`config.mk`:
```
export PLATFORM = sky130hd
export DESIGN_NAME = neuron_accumulate_flat
export DESIGN_NICKNAME = d
export VERILOG_FILES = /design/src/rtl/neuron_accumulate_pkg.sv /design/src/rtl/neuron_accumulate_if.sv /design/src/rtl/neuron_accumulate_requant_relu_sat.sv /design/src/rtl/neuron_accumulate.sv /design/src/flat_wrapper.sv
export SDC_FILE = /design/constraint.sdc
export NUM_CORES = 1
export LEC_CHECK = 0
export ABC_AREA = 1
export BUFFER_PORTS_ARGS = -buffer_cell sky130_fd_sc_hd__buf_4
export CAP_MARGIN = 20
export CELL_PAD_IN_SITES_DETAIL_PLACEMENT = 0
export CELL_PAD_IN_SITES_GLOBAL_PLACEMENT = 1
export CORE_MARGIN = 3
export CORE_UTILIZATION = 45
export DETAILED_ROUTE_END_ITERATION = 8
export PLACE_DENSITY = 0.86
export SETUP_SLACK_MARGIN = 0.02
export SKIP_LAST_GASP = 1
export SLEW_MARGIN = 15
export SYNTH_ARGS = -nofsm -noshare
export SYNTH_HDL_FRONTEND = slang
export SYNTH_HIERARCHICAL = 1
export SYNTH_SLANG_ARGS = --single-unit
```
`constraint.sdc`:
```
create_clock -name clk_i -period 13.5 [get_ports clk_i]
set_input_delay 2.7 -clock clk_i [delete_from_list [all_inputs] [get_ports clk_i]]
set_output_delay 2.7 -clock clk_i [all_outputs]
set_load 0.01 [all_outputs]
```
`src/rtl/neuron_accumulate_pkg.sv`:
```
// Shared types and the requantization rule for the neuron datapath.
// Used by the accumulator and by any later stage that narrows a wide sum.
package neuron_accumulate_pkg;

   typedef enum logic [1:0] {
      ST_IDLE = 2'd0,
      ST_ACC  = 2'd1,
      ST_DONE = 2'd2
   } state_t;

   localparam int unsigned RQ_W = 64;

   // Arithmetic shift (floor), optional ReLU, then saturate to an n-bit signed range.
   // Works on a 64-bit container so any accumulator up to 64 bits fits.
   function automatic logic signed [RQ_W-1:0] requant(
      input logic signed [RQ_W-1:0] acc,
      input int unsigned            shift,
      input logic                   relu,
      input int unsigned            n
   );
      logic signed [RQ_W-1:0] s;
      logic signed [RQ_W-1:0] hi;
      logic signed [RQ_W-1:0] lo;
      s  = acc >>> shift;
      hi = (64'sd1 <<< (n - 1)) - 64'sd1;
      lo = -hi - 64'sd1;
      if (relu && (s < 64'sd0)) s = 64'sd0;
      if (s > hi)      s = hi;
      else if (s < lo) s = lo;
      return s;
   endfunction

endpackage

```
`src/rtl/neuron_accumulate_if.sv`:
```
// Pair stream in, requantized result out; the accumulator is the slave side.
interface neuron_accumulate_if #(
   parameter int N = 16
);
   logic signed [2*N-1:0] bias_i;
   logic                  in_valid_i;
   logic                  in_ready_o;
   logic signed [N-1:0]   value_i;
   logic signed [N-1:0]   weight_i;
   logic                  last_i;
   logic                  out_valid_o;
   logic                  out_ready_i;
   logic signed [N-1:0]   out_o;

   modport slave (
      input  bias_i, in_valid_i, value_i, weight_i, last_i, out_ready_i,
      output in_ready_o, out_valid_o, out_o
   );

   modport master (
      output bias_i, in_valid_i, value_i, weight_i, last_i, out_ready_i,
      input  in_ready_o, out_valid_o, out_o
   );
endinterface

```
`src/rtl/neuron_accumulate_requant_relu_sat.sv`:
```
// Combinational 2N -> N requantizer: shift, optional ReLU, saturate.
module requant_relu_sat
   import neuron_accumulate_pkg::*;
#(
   parameter int N     = 16,
   parameter int SHIFT = 8,
   parameter int RELU  = 1
) (
   input  logic signed [2*N-1:0] acc_i,
   output logic signed [N-1:0]   res_o
);

   assign res_o = N'(requant(RQ_W'(acc_i), SHIFT, RELU != 0, N));

endmodule

```
`src/rtl/neuron_accumulate.sv`:
```
// Streaming dot product for one neuron: bias + sum(value*weight), requantized on last.
//
//   state   | meaning
//   --------+------------------------------------------------
//   ST_IDLE | no vector in progress; next beat loads bias
//   ST_ACC  | vector in progress; beats add to the accumulator
//   ST_DONE | result held on out_o until out_ready_i
module neuron_accumulate
   import neuron_accumulate_pkg::*;
#(
   parameter int N     = 16,
   parameter int SHIFT = 8,
   parameter int RELU  = 1
) (
   input  logic               clk_i,
   input  logic               rst_i,
   neuron_accumulate_if.slave bus
);

   state_t                state_q, state_d;
   logic signed [2*N-1:0] acc_q, acc_d, prod;
   logic signed [N-1:0]   out_q, rq_res;
   logic                  load_out;
   logic                  beat;

   // Ready depends on state only, so out_ready_i never reaches in_ready_o combinationally.
   assign bus.in_ready_o  = (state_q != ST_DONE);
   assign bus.out_valid_o = (state_q == ST_DONE);
   assign bus.out_o       = out_q;

   assign beat = bus.in_valid_i && bus.in_ready_o;
   assign prod = (2*N)'(bus.value_i) * (2*N)'(bus.weight_i);

   always_comb begin
      state_d  = state_q;
      acc_d    = acc_q;
      load_out = 1'b0;
      case (state_q)
         ST_IDLE, ST_ACC: begin
            if (beat) begin
               acc_d = ((state_q == ST_IDLE) ? bus.bias_i : acc_q) + prod;
               if (bus.last_i) begin
                  state_d  = ST_DONE;
                  load_out = 1'b1;
               end else begin
                  state_d = ST_ACC;
               end
            end
         end
         ST_DONE: begin
            if (bus.out_ready_i) state_d = ST_IDLE;
         end
         default: state_d = ST_IDLE;
      endcase
   end

   // Requantize the sum that includes the final beat.
   requant_relu_sat #(
      .N     (N),
      .SHIFT (SHIFT),
      .RELU  (RELU)
   ) u_requant (
      .acc_i (acc_d),
      .res_o (rq_res)
   );

   always_ff @(posedge clk_i) begin
      if (rst_i) begin
         state_q <= ST_IDLE;
         acc_q   <= '0;
         out_q   <= '0;
      end else begin
         state_q <= state_d;
         acc_q   <= acc_d;
         if (load_out) out_q <= rq_res;
      end
   end

endmodule

```
`src/flat_wrapper.sv`:
```
// flat-port wrapper written by rule: the top's interface ports become plain ports
module neuron_accumulate_flat import neuron_accumulate_pkg::*;
#(
   parameter int N     = 16,
   parameter int SHIFT = 8,
   parameter int RELU  = 1
)
  (clk_i, rst_i, bus_bias_i, bus_in_valid_i, bus_value_i, bus_weight_i, bus_last_i, bus_out_ready_i, bus_in_ready_o, bus_out_valid_o, bus_out_o);
  neuron_accumulate_if #(.N(N)) bus_i ();
  input  logic clk_i;
  input  logic rst_i;
  input wire logic [$bits(bus_i.bias_i)-1:0] bus_bias_i;
  input wire logic [$bits(bus_i.in_valid_i)-1:0] bus_in_valid_i;
  input wire logic [$bits(bus_i.value_i)-1:0] bus_value_i;
  input wire logic [$bits(bus_i.weight_i)-1:0] bus_weight_i;
  input wire logic [$bits(bus_i.last_i)-1:0] bus_last_i;
  input wire logic [$bits(bus_i.out_ready_i)-1:0] bus_out_ready_i;
  output wire logic [$bits(bus_i.in_ready_o)-1:0] bus_in_ready_o;
  output wire logic [$bits(bus_i.out_valid_o)-1:0] bus_out_valid_o;
  output wire logic [$bits(bus_i.out_o)-1:0] bus_out_o;
  assign bus_i.bias_i = bus_bias_i;
  assign bus_i.in_valid_i = bus_in_valid_i;
  assign bus_i.value_i = bus_value_i;
  assign bus_i.weight_i = bus_weight_i;
  assign bus_i.last_i = bus_last_i;
  assign bus_i.out_ready_i = bus_out_ready_i;
  assign bus_in_ready_o = bus_i.in_ready_o;
  assign bus_out_valid_o = bus_i.out_valid_o;
  assign bus_out_o = bus_i.out_o;
  neuron_accumulate #(.N(N), .SHIFT(SHIFT), .RELU(RELU)) u_core (.clk_i(clk_i), .rst_i(rst_i), .bus(bus_i));
endmodule
```
# After elaboration in Yosys (flattened, before gate mapping)
# Cells that the tools add are included.
# totals
word_cells	32
in_bits	69
out_inout_bits	18
ff_bits	50
# classes
addsub	1
magnitude_cmp	3
muxes	13
n_mul	1
n_reduce_logical	5
eq_ne	5
# op_table
operator	n
32-bit 2-to-1 mux	3
64-bit by 16-bit greater-than comparator with 1-bit output (second input constant)	1
64-bit by 16-bit < comparator with 1-bit output (second input constant)	1
64-bit 2-to-1 mux	1
32-bit adder	1
16-bit by 16-bit multiplier with 32-bit output	1
16-bit 2-to-1 mux	2
24-bit by 1-bit < comparator with 1-bit output (second input constant)	1
2-bit 2-to-1 mux	3
2-bit != test (second input constant)	2
2-bit case mux with 2 select lines	1
2-bit AND reduction	2
1-bit 2-to-1 mux	3
2-bit by 1-bit == test with 1-bit output (second input constant)	1
2-bit == test (second input constant)	1
2-bit logical NOT	1
2-bit by 1-bit != test with 1-bit output (second input constant)	1
2-bit OR reduction	1
1-bit logical AND	1

# Depth between registers and ports, before layout
# logic_depth
word_depth	10
depth_mapped	38
mapped_depth_nobuf	34

# Hierarchy
# Netlist, hierarchy kept.
# modules_own_cells
mod	instances	area_per_inst_um2	seq_area_each_um2	cells_each
neuron_accumulate	1	13839.5	1001.0	1797
requant_relu_sat	1	241.5	0.0	51

# Worst setup path before layout
# Ideal clock, no wire load.
# synth_path
path_kind	input port to flip-flop
from	in bus_weight_i[5]
to	reg u_core.out_q[10] (netlist: u_core/bus.out_o[10])
path_stages	33
slack_ns	4.545
path_buffers	4
required_ns	13.366
setup_time_ns	0.134
t_arrival_ns	8.822
cell_sequence	clkbuf_1 > clkbuf_1 > nand2_1 > fa_1 > fa_1 > inv_1 > fa_1 > fa_1 > inv_1 > fa_1 > fa_1 > inv_1 > ha_1 > nand2_1 > inv_1 > nand2_1 > nand2_1 > nor2_1 > nand2_1 > a21oi_1 > nand2_1 > nand3_1 > nand3_2 > nand2_1 > inv_2 > buf_6 > nand2_1 > nand2_1 > nor2_2 > buf_6 > nand3_1 > nand3_1 > a21oi_1
# synth_via
elab_chain_len	9
word_cells_on_any_way	10
cone_classes	1 x add/sub; 1 x mul; 3 x order compare; 5 x mux
# synth_rtl
element	line_no	rtl
from (decl)	flat_wrapper.sv:15	input wire logic [$bits(bus_i.weight_i)-1:0] bus_weight_i;
16-bit by 16-bit multiplier with 32-bit output *	neuron_accumulate.sv:32	assign prod = (2*N)'(bus.value_i) * (2*N)'(bus.weight_i);
32-bit adder *	neuron_accumulate.sv:41	acc_d = ((state_q == ST_IDLE) ? bus.bias_i : acc_q) + prod;
32-bit 2-to-1 mux *	neuron_accumulate.sv:40	if (beat) begin
32-bit 2-to-1 mux *	neuron_accumulate.sv:38	case (state_q)
named net u_core.acc_d[31]	neuron_accumulate.sv:21	logic signed [2*N-1:0] acc_q, acc_d, prod;
24-bit by 1-bit < comparator with 1-bit output	neuron_accumulate_pkg.sv:27	if (relu && (s < 64'sd0)) s = 64'sd0;
64-bit 2-to-1 mux *	neuron_accumulate_pkg.sv:27	
64-bit by 16-bit < comparator with 1-bit output	neuron_accumulate_pkg.sv:29	else if (s < lo) s = lo;
16-bit 2-to-1 mux	neuron_accumulate_pkg.sv:29	
16-bit 2-to-1 mux *	neuron_accumulate_pkg.sv:28	if (s > hi) s = hi;
named net u_core.rq_res[10]	neuron_accumulate.sv:22	logic signed [N-1:0] out_q, rq_res;
to (signal assigned)	neuron_accumulate.sv:75	if (load_out) out_q <= rq_res;
to (decl)	neuron_accumulate.sv:22	
# The timed path passes the listed nets; every way through them passes the cells marked *.
# A chain may end at the register's enable or synchronous reset.

# Worst setup path after layout
# layout_path
from	in bus_weight_i[1]
to	reg u_core.out_q[1] (netlist: u_core/bus.out_o[1])
# Same word-level chain as after synthesis.

==> out/results.ini <==
[outcome]
status = complete, no violations

[critical_path]
critPathLaunchType = primary input
required_ps = 13660
cp_common_cell = nand2_1
crit_type = primary input to flip-flop
critPathCaptureType = flip-flop
max_stage_delay_ps = 550
r2r_cells = 28
r2r_slack_ps = 6630
crit_slowest_cell = fa_1
regToRegEndpoint = u_core/bus.out_o[1]
cp.arrival_ps = 9560
rr_startpoint = u_core/state_q[0]
worst-path-max-fanout = 23

[floorplanning]
dieArea_mm2 = 0.0334
core_mm2 = 0.0307
fp.dieH_um = 183
start_util = 0.458
fp-row-count = 64
ioPinCount = 87
die_x_um = 183

[route]
vias_per_cell = 4.94
drtIter0Drc = 592
drt_wl_total_um = 34900
via_count = 11100
wl_per_cell_um = 15.5
firstDrtPassIters = 5
antenna_left = 0
drc = 0

[layout]
syn_to_final_growth_pct = 7.03
n_antenna_cell = 0
fin_cells = 2252
nets = 2314
drive_gt1_frac = 0.0846

[placed_design]
io_buffers = 86
gp_congestion = 0.938
dp_hpwl_um = 29700
placed_cells = 2243

[timing]
drv_slew = 0
grt_setup_unrepaired = no
fin_crit_sh = 0.697
fmax_mhz = 106
tightest_slew_ps = 631
setup_viol = 0
fin_skew_ps = 10.2
finalHoldViolations = 0
setup-tns-final_ps = 0
period_minus_slack_ps = 9400
relSlewSlack = 0.579
whs_ps = 467

[clock_network]
cts-root-buf = clkbuf_16
clk_latency_ps = 300
htreeDepth = 2
clock_sinks = 50
cts_resized = 0
cts_buffers = 5
postCtsSetupRepairBufs = 0
cts_tree = built
cts_max_path_buffers = 2
cts_hold_buf = 0
worst_setup_hold_path_clk_slew_ps = 80

[global_route]
grt_max_degree = 55
met3_usage = 0.0217
antenna_found_initial = 0
grt_pass1_wl_um = 59400
gr-total-overflow = 0
grt.busiest_layer = met2
grt.met1_usage = 0.295
use_met2 = 0.390
grt_pass1_vias = 12000
track_usage = 0.220

[hold_path]
holdCritStartpoint = u_core/bus.out_o[11]
hold_class = flip-flop to flip-flop
worstHoldEndpoint = u_core/bus.out_o[11]
holdPathStages = 2

[synth]
yosys_warnings = 6
syn-instance-count = 1840
synth.avg_cell_area_um2 = 7.64
synthesis.area_mm2 = 0.0141
syn_nets = 2299

[job]
drv_cap = 0

-- worst max-delay path by stage --
stage | from | endpoint | slack, ps | depth (start not counted)
after detailed placement | bus_weight_i[1] | u_core/bus.out_o[1] | 3760 | 31
after global routing | bus_weight_i[1] | u_core/bus.out_o[1] | 3450 | 31
final | bus_weight_i[1] | u_core/bus.out_o[1] | 4100 | 31
after floorplan | bus_weight_i[5] | u_core/bus.out_o[10] | 4540 | 33
after CTS | bus_weight_i[1] | u_core/bus.out_o[1] | 4040 | 31
after global placement | bus_weight_i[1] | u_core/bus.out_o[3] | 3920 | 30
-- state kept, by name, indices dropped and copies added, names as in the netlist --
signal,count
u_core/acc_q,32
u_core/bus.out_o,16
u_core/state_q,2
-- routing by layer --
| metal | part of all wire | wire length [µm] |
|---|---|---|
| met1 | 0.43 | 15200 |
| met4 | 0.020 | 714 |
| met2 | 0.50 | 17500 |
| met3 | 0.045 | 1570 |
| met5 | 0 | 0 |
-- layout by cell type (no fill, tap or decap), types with 5 or more instances in the layout --
cell and instances:
nand2_2 6, nor3_1 5, dfxtp_1 50, inv_2 9, inv_1 508, o21bai_1 5, o21ai_1 16, buf_4 88
nand4_1 11, nand3b_1 5, ha_1 98, nand2_1 455, nor2_1 51, a21oi_1 85, mux2_2 25, or2_2 5
o21ai_0 33, nand3_1 66, a21oi_2 6, fa_1 292, clkbuf_16 5
-- worst max-delay path: cells and delay by family --
kind	cells	cell delay, ps
adder cells (fa/ha/maj)	7	3370
AND/OR/NAND/NOR	14	2060
AO/OA/AOI/OAI	1	70
buffers and inverters	9	1320
-- stage by stage --
step	util	setup WS [ps]	cell area [µm²]
floorplan	-	4540	14100
detailed placement	0.485	3760	14900
CTS	0.490	4040	15000
global route	0.490	3450	15000
global placement	0.485	3920	14900
finish	0.490	4100	15000
-- layout make-up --
| class | count | area, µm² |
|---|---|---|
| Inverter | 517 | 1940 |
| Tap cell | 396 | 495 |
| Fill cell | 3058 | 15600 |
| Timing Repair Buffer | 89 | 676 |
| Clock inverter | 3 | 28.8 |
| Sequential cell | 50 | 1000 |
| Multi-Input combinational cell | 1192 | 10800 |
| Clock buffer | 5 | 125 |
Power is left out: the tool's default activity adds up to more than one toggle a clock period on the data nets, which glitch-free logic cannot reach.
